[src/rtl/conv_kernel_pkg.sv]
// Shared 3x3 convolution kernels, pixel types and pipeline tag for the window filter.
package conv_kernel_pkg;

   localparam int KERNEL_SIZE = 3;
   localparam int NUM_KERNELS = 4;

   typedef logic signed [7:0] coeff_t;
   typedef logic [15:0] pixel_t;
   typedef pixel_t [KERNEL_SIZE-1:0] column_t;

   typedef struct packed {
      logic        valid;
      logic [10:0] h;
      logic [9:0]  v;
   } tag_t;

   // Indexed [kernel][row][col]: 0 identity, 1 gaussian, 2 sharpen, 3 ridge.
   localparam coeff_t KERNEL_TABLE [NUM_KERNELS][KERNEL_SIZE][KERNEL_SIZE] = '{
      '{'{ 8'sd0,  8'sd0,  8'sd0}, '{ 8'sd0,  8'sd1,  8'sd0}, '{ 8'sd0,  8'sd0,  8'sd0}},
      '{'{ 8'sd1,  8'sd2,  8'sd1}, '{ 8'sd2,  8'sd4,  8'sd2}, '{ 8'sd1,  8'sd2,  8'sd1}},
      '{'{ 8'sd0, -8'sd1,  8'sd0}, '{-8'sd1,  8'sd5, -8'sd1}, '{ 8'sd0, -8'sd1,  8'sd0}},
      '{'{-8'sd1, -8'sd1, -8'sd1}, '{-8'sd1,  8'sd8, -8'sd1}, '{-8'sd1, -8'sd1, -8'sd1}}
   };

   localparam int unsigned KERNEL_SHIFT [NUM_KERNELS] = '{0, 4, 0, 0};

endpackage

[src/rtl/window_convolve_if.sv]
// Column-in / pixel-out stream bundle of the window convolution filter.
interface window_convolve_if;
   import conv_kernel_pkg::*;

   column_t     line_buffer_in;
   logic [10:0] h_count_in;
   logic [9:0]  v_count_in;
   logic        data_in_valid;
   pixel_t      pixel_data_out;
   logic [10:0] h_count_out;
   logic [9:0]  v_count_out;
   logic        data_out_valid;

   modport master (
      output line_buffer_in, h_count_in, v_count_in, data_in_valid,
      input  pixel_data_out, h_count_out, v_count_out, data_out_valid
   );

   modport slave (
      input  line_buffer_in, h_count_in, v_count_in, data_in_valid,
      output pixel_data_out, h_count_out, v_count_out, data_out_valid
   );

endinterface

[src/rtl/conv_channel_mac.sv]
// One colour channel of the 3x3 filter: products, adder tree, then shift and clamp,
// each behind its own register so the channel adds three cycles of latency.
module conv_channel_mac
   import conv_kernel_pkg::*;
#(
   parameter int WIDTH    = 5,
   parameter int K_SELECT = 0
) (
   input  logic                                             clk,
   input  logic                                             rst,
   input  logic [KERNEL_SIZE-1:0][KERNEL_SIZE-1:0][WIDTH-1:0] win,
   output logic [WIDTH-1:0]                                 result
);

   localparam logic signed [15:0] MAX_VAL = 16'((1 << WIDTH) - 1);
   localparam logic [WIDTH-1:0]   MAX_OUT = '1;
   localparam int unsigned        SHIFT   = KERNEL_SHIFT[K_SELECT];

   logic signed [15:0] prod_c [KERNEL_SIZE][KERNEL_SIZE];
   logic signed [15:0] prod_q [KERNEL_SIZE][KERNEL_SIZE];
   logic signed [15:0] sum_c;
   logic signed [15:0] sum_q;
   logic signed [15:0] scaled;

   // Channel values are unsigned, so they are zero-extended before the signed multiply.
   always_comb begin
      for (int r = 0; r < KERNEL_SIZE; r++) begin
         for (int c = 0; c < KERNEL_SIZE; c++) begin
            prod_c[r][c] = signed'(16'(win[r][c])) * 16'(KERNEL_TABLE[K_SELECT][r][c]);
         end
      end
   end

   always_comb begin
      sum_c = '0;
      for (int r = 0; r < KERNEL_SIZE; r++) begin
         for (int c = 0; c < KERNEL_SIZE; c++) begin
            sum_c = sum_c + prod_q[r][c];
         end
      end
   end

   assign scaled = sum_q >>> SHIFT;

   always_ff @(posedge clk) begin
      if (rst) begin
         for (int r = 0; r < KERNEL_SIZE; r++) begin
            for (int c = 0; c < KERNEL_SIZE; c++) begin
               prod_q[r][c] <= '0;
            end
         end
         sum_q  <= '0;
         result <= '0;
      end else begin
         prod_q <= prod_c;
         sum_q  <= sum_c;
         if (scaled[15]) begin
            result <= '0;
         end else if (scaled > MAX_VAL) begin
            result <= MAX_OUT;
         end else begin
            result <= scaled[WIDTH-1:0];
         end
      end
   end

endmodule

[src/rtl/window_convolve.sv]
// 3x3 RGB565 convolution over a sliding 3-column window with left/right edge
// replication; fixed four-cycle latency from accepted column to filtered pixel.
module window_convolve
   import conv_kernel_pkg::*;
#(
   parameter int K_SELECT = 0,
   parameter int HRES     = 1280,
   parameter int VRES     = 720
) (
   input logic              clk,
   input logic              rst,
   window_convolve_if.slave bus
);

   localparam logic [10:0] H_LAST = 11'(HRES - 1);
   localparam logic [9:0]  V_LAST = 10'(VRES - 1);

   column_t col0, col1, col2;
   column_t left_col, right_col;
   tag_t    s1_tag, s2_tag, s3_tag, s4_tag;
   tag_t    out_tag_c;

   pixel_t [KERNEL_SIZE-1:0][KERNEL_SIZE-1:0] pix_win;
   logic   [KERNEL_SIZE-1:0][KERNEL_SIZE-1:0][4:0] red_win;
   logic   [KERNEL_SIZE-1:0][KERNEL_SIZE-1:0][5:0] green_win;
   logic   [KERNEL_SIZE-1:0][KERNEL_SIZE-1:0][4:0] blue_win;
   logic   [4:0] red_res;
   logic   [5:0] green_res;
   logic   [4:0] blue_res;

   // The window and its coordinates only move on accepted columns; gaps leave them intact.
   always_ff @(posedge clk) begin
      if (rst) begin
         col0   <= '0;
         col1   <= '0;
         col2   <= '0;
         s1_tag <= '0;
      end else begin
         s1_tag.valid <= bus.data_in_valid;
         if (bus.data_in_valid) begin
            col0     <= col1;
            col1     <= col2;
            col2     <= bus.line_buffer_in;
            s1_tag.h <= bus.h_count_in;
            s1_tag.v <= bus.v_count_in;
         end
      end
   end

   // h=1 means the centre is column 0; h=0 means the centre is the previous line's last column.
   always_comb begin
      left_col  = (s1_tag.h == 11'd1) ? col1 : col0;
      right_col = (s1_tag.h == 11'd0) ? col1 : col2;
      out_tag_c = s1_tag;
      if (s1_tag.h == 11'd0) begin
         out_tag_c.h = H_LAST;
         out_tag_c.v = (s1_tag.v == 10'd0) ? V_LAST : s1_tag.v - 10'd1;
      end else begin
         out_tag_c.h = s1_tag.h - 11'd1;
      end
   end

   always_comb begin
      pix_win   = '0;
      red_win   = '0;
      green_win = '0;
      blue_win  = '0;
      for (int r = 0; r < KERNEL_SIZE; r++) begin
         pix_win[r] = {right_col[r], col1[r], left_col[r]};
         for (int c = 0; c < KERNEL_SIZE; c++) begin
            red_win[r][c]   = pix_win[r][c][15:11];
            green_win[r][c] = pix_win[r][c][10:5];
            blue_win[r][c]  = pix_win[r][c][4:0];
         end
      end
   end

   always_ff @(posedge clk) begin
      if (rst) begin
         s2_tag <= '0;
         s3_tag <= '0;
         s4_tag <= '0;
      end else begin
         s2_tag <= out_tag_c;
         s3_tag <= s2_tag;
         s4_tag <= s3_tag;
      end
   end

   conv_channel_mac #(.WIDTH(5), .K_SELECT(K_SELECT)) u_red (
      .clk(clk), .rst(rst), .win(red_win), .result(red_res)
   );

   conv_channel_mac #(.WIDTH(6), .K_SELECT(K_SELECT)) u_green (
      .clk(clk), .rst(rst), .win(green_win), .result(green_res)
   );

   conv_channel_mac #(.WIDTH(5), .K_SELECT(K_SELECT)) u_blue (
      .clk(clk), .rst(rst), .win(blue_win), .result(blue_res)
   );

   assign bus.pixel_data_out = {red_res, green_res, blue_res};
   assign bus.h_count_out    = s4_tag.h;
   assign bus.v_count_out    = s4_tag.v;
   assign bus.data_out_valid = s4_tag.valid;

endmodule

[src/flat_wrapper.sv]
// flat-port wrapper written by rule: the top's interface ports become plain ports
module window_convolve_flat import conv_kernel_pkg::*;
#(
   parameter int K_SELECT = 0,
   parameter int HRES     = 1280,
   parameter int VRES     = 720
)
  (clk, rst, bus_line_buffer_in, bus_h_count_in, bus_v_count_in, bus_data_in_valid, bus_pixel_data_out, bus_h_count_out, bus_v_count_out, bus_data_out_valid);
  window_convolve_if bus_i ();
  input logic clk;
  input logic rst;
  input wire logic [$bits(bus_i.line_buffer_in)-1:0] bus_line_buffer_in;
  input wire logic [$bits(bus_i.h_count_in)-1:0] bus_h_count_in;
  input wire logic [$bits(bus_i.v_count_in)-1:0] bus_v_count_in;
  input wire logic [$bits(bus_i.data_in_valid)-1:0] bus_data_in_valid;
  output wire logic [$bits(bus_i.pixel_data_out)-1:0] bus_pixel_data_out;
  output wire logic [$bits(bus_i.h_count_out)-1:0] bus_h_count_out;
  output wire logic [$bits(bus_i.v_count_out)-1:0] bus_v_count_out;
  output wire logic [$bits(bus_i.data_out_valid)-1:0] bus_data_out_valid;
  assign bus_i.line_buffer_in = bus_line_buffer_in;
  assign bus_i.h_count_in = bus_h_count_in;
  assign bus_i.v_count_in = bus_v_count_in;
  assign bus_i.data_in_valid = bus_data_in_valid;
  assign bus_pixel_data_out = bus_i.pixel_data_out;
  assign bus_h_count_out = bus_i.h_count_out;
  assign bus_v_count_out = bus_i.v_count_out;
  assign bus_data_out_valid = bus_i.data_out_valid;
  window_convolve #(.K_SELECT(K_SELECT), .HRES(HRES), .VRES(VRES)) u_core (.clk(clk), .rst(rst), .bus(bus_i));
endmodule
[config.mk]
export PLATFORM = sky130hd
export DESIGN_NAME = window_convolve_flat
export DESIGN_NICKNAME = d
export VERILOG_FILES = /design/src/rtl/conv_kernel_pkg.sv /design/src/rtl/window_convolve_if.sv /design/src/rtl/conv_channel_mac.sv /design/src/rtl/window_convolve.sv /design/src/flat_wrapper.sv
export SDC_FILE = /design/constraint.sdc
export NUM_CORES = 1
export LEC_CHECK = 0
export BUFFER_PORTS_ARGS = -buffer_cell sky130_fd_sc_hd__buf_2
export CORE_MARGIN = 8
export CORE_UTILIZATION = 53
export DETAILED_ROUTE_END_ITERATION = 7
export PLACE_DENSITY = 0.77
export SYNTH_ARGS = -nofsm -noshare
export SYNTH_HDL_FRONTEND = slang
export SYNTH_SLANG_ARGS = --single-unit
[constraint.sdc]
create_clock -name clk -period 1.9 [get_ports clk]
set_input_delay 0.38 -clock clk [delete_from_list [all_inputs] [get_ports clk]]
set_output_delay 0.38 -clock clk [all_outputs]
set_load 0.01 [all_outputs]
==> results_dict.tcl <==
set metrics [dict create \
    fin_worst_skew_ps 7.096 \
    post-route-util_pct 67.52 \
    via_per_inst 4.752 \
    ant_nets 0 \
    drc 0 \
    cts_max_level 4 \
    grt_pass1_vias 3229 \
    vias 3374 \
    insertion_delay_ps 500 \
    peakVddDrop_v 0.0006247 \
    r2r_slack_ps 70 \
    overflow 0 \
    cts_num_sinks 168 \
    io_buffers 77 \
    avgSynthCellArea_um2 11.17 \
    critical_path_class "flop to flop" \
    grt_start_max_net_pins 55 \
    ys_seq_elements 168 \
    cts_tree "done" \
    arrival_ps 2260 \
    instances_no_fill 710 \
    powerDensity_mw_per_mm2 1191 \
    synth_edf_count 0 \
    numCtsBuffers 17 \
    period_minus_slack_ps 1830 \
    clk_path_buf_depth 2 \
    routedWlPerCell_um 12.99 \
    rr_endpoint "u_core.s2_tag[8]" \
    setup_viol 0 \
    r2r_start "u_core.s1_tag[10]" \
    gp_congestion 0.8423 \
    layout_setup_ws_ps 69.61 \
    yosysWarningCount 0 \
    fill_cells 742 \
    num_rows 36 \
    maxSlewHeadroom_pct 69.55 \
    grt_pass1_wl_um 14900 \
    area_growth_pct 23.40 \
    multi_input_area_mm2 0.001912 \
    drt_iter0_markers 253 \
    p_leak_nw 2.948 \
    antenna_found_initial 0 \
    syn_area_mm2 0.005373 \
    n_antenna_cell 0 \
    tightest_slew_ps 456.7 \
    total_power_mw 7.900 \
    place_hpwl_um 6033 \
    ys.flop_type "dfxtp_1" \
    min_to "u_core.col2[17]" \
    final_common_cell "dfxtp_1" \
    min_from "bus_line_buffer_in[17]" \
    dieArea_mm2 0.01362 \
    core_mm2 0.009819 \
    dp.cells 678 \
    yosysUniqueCellTypes 37 \
    crit_path_end_kind "flop" \
    io_pins 110 \
    clk_pin_slew_ps 60 \
    start_util_pct 54.71 \
    reg2reg_depth 6 \
    die_x_um 116.7 \
    whs_ps 111.1 \
    ff_latch_area_mm2 0.003363 \
    start_kind "flop" \
    finalNetCount 642 \
    hold_viol_final 0 \
    die_y_um 116.7 \
    dpl_cell_area_mm2 0.005959 \
    pre_cts_ws_ps 41.58 \
    syn_inst 481 \
    syn_nets 556 \
    hold_depth 3 \
    status "completed" \
    max_freq_mhz 546.3 \
    maxCapViolations 0 \
    grtUsageTotal_pct 14.05 \
    drive_gt1_share_pct 22.53 \
    crit_fanout 5 \
    async_flop_share_pct 0 \
    drt-total-wl_um 9226 \
    finalCritPeriodShare_pct 96.34 \
    drv_slew 0 \
    clockRootBuffer "clkbuf_8" \
    cp.required_ps 2330 \
    final_area_mm2 0.006630 \
    mostFrequentLayoutCells "dfxtp_1, nor2b_1, buf_2" \
    first_pass_iters 5 \
    cts_hold_buffers 0 \
    hold_class "primary input to flop" \
    seq_area_frac_synth_pct 62.60 \
    tns_ps 0 \
]
## Yosys cell counts (2+ instances only)
cell type,n,area (um^2)
xnor2_1,3,26.28
or3_1,5,31.28
inv_1,7,26.28
clkbuf_1,18,67.56
dfxtp_1,168,3363
xor2_1,5,43.79
nand4_1,4,25.02
ha_1,3,37.54
nor2_1,59,221.5
nor4_1,2,12.51
or4_1,3,22.52
o21ai_0,4,20.02
nor3b_1,3,22.52
buf_1,6,22.52
a211oi_1,3,22.52
a31oi_1,3,18.77
a21oi_1,11,55.05
nor3_1,6,30.03
nor2b_1,94,588.1
mux2i_1,54,540.5
nand2_1,3,11.26
nand2b_1,2,12.51
## per-layer routing
layer  global-route usage (%)  up-vias  share of wire (%)
li1                         -     1744                  -
met1                    16.56     1539                 46
met2                    23.17       87                 48
met3                    4.292        4                5.5
met4                    6.143        0               0.65
met5                        0        -                  0
## where the power goes
group          total, mW  switching, mW  leakage (nW)  internal [mW]
Clock               3.60           1.23         0.305           2.38
Sequential          3.76         0.0741          1.37           3.68
Combinational      0.540          0.276          1.27          0.264
Total               7.90           1.58          2.95           6.32
## cell families (layout without fill, tap and decap cells)
group           Yosys count  after routing  synth area share (%)
flops                   168            168                 62.60
buf+inv                  32            128                 2.259
simple gates            188            188                 19.84
compound gates           27             27                 3.028
mux                      55             55                 10.27
xor+xnor                  8              8                 1.304
fa+ha+maj                 3              3                0.6987
## worst max path at each step
stage	cells past startpoint	startpoint	to	slack [ps]
global route	7	u_core.s1_tag[11]	u_core.s2_tag[8]	-30
global placement	6	u_core.s1_tag[10]	u_core.s2_tag[8]	100
finish	6	u_core.s1_tag[10]	u_core.s2_tag[8]	70
detailed placement	6	u_core.s1_tag[10]	u_core.s2_tag[8]	40
floorplan	6	u_core.s1_tag[10]	u_core.s2_tag[8]	140
CTS	6	u_core.s1_tag[10]	u_core.s2_tag[8]	20
## final cells by class
type                            count  share of cell area, %
Sequential cell                   168                  50.73
Clock inverter                      9                  3.001
Timing Repair Buffer               92                  8.115
Clock buffer                       20                  6.416
Multi-Input combinational cell    281                  28.84
Inverter                            7                 0.3963
Tap cell                          133                  2.510
## worst max-delay path, stage by stage (launching register included)
cell and delay (ps):
dfxtp_1 350, inv_2 80, ha_1 140, nor4b_4 330
nand4_2 190, or4_4 550, o22ai_2 120
## registers in the layout, summed over array words and instances (netlist names), 6 cells and up
name / flops
u_core.u_green.result: 6
u_core.bus.v_count_out: 10
u_core.bus.h_count_out: 11
u_core.s3_tag: 22
u_core.s2_tag: 22
u_core.col2: 16
u_core.s1_tag: 21
u_core.u_green.scaled: 6
u_core.col1: 11
u_core.u_green.prod_q: 6
## repair_timing
item,4_1_cts,5_1_grt
buffers inserted,0,3
setup endpoints to repair,0,3
gates resized for setup,0,6
Power figures use the tool's default switching activity.
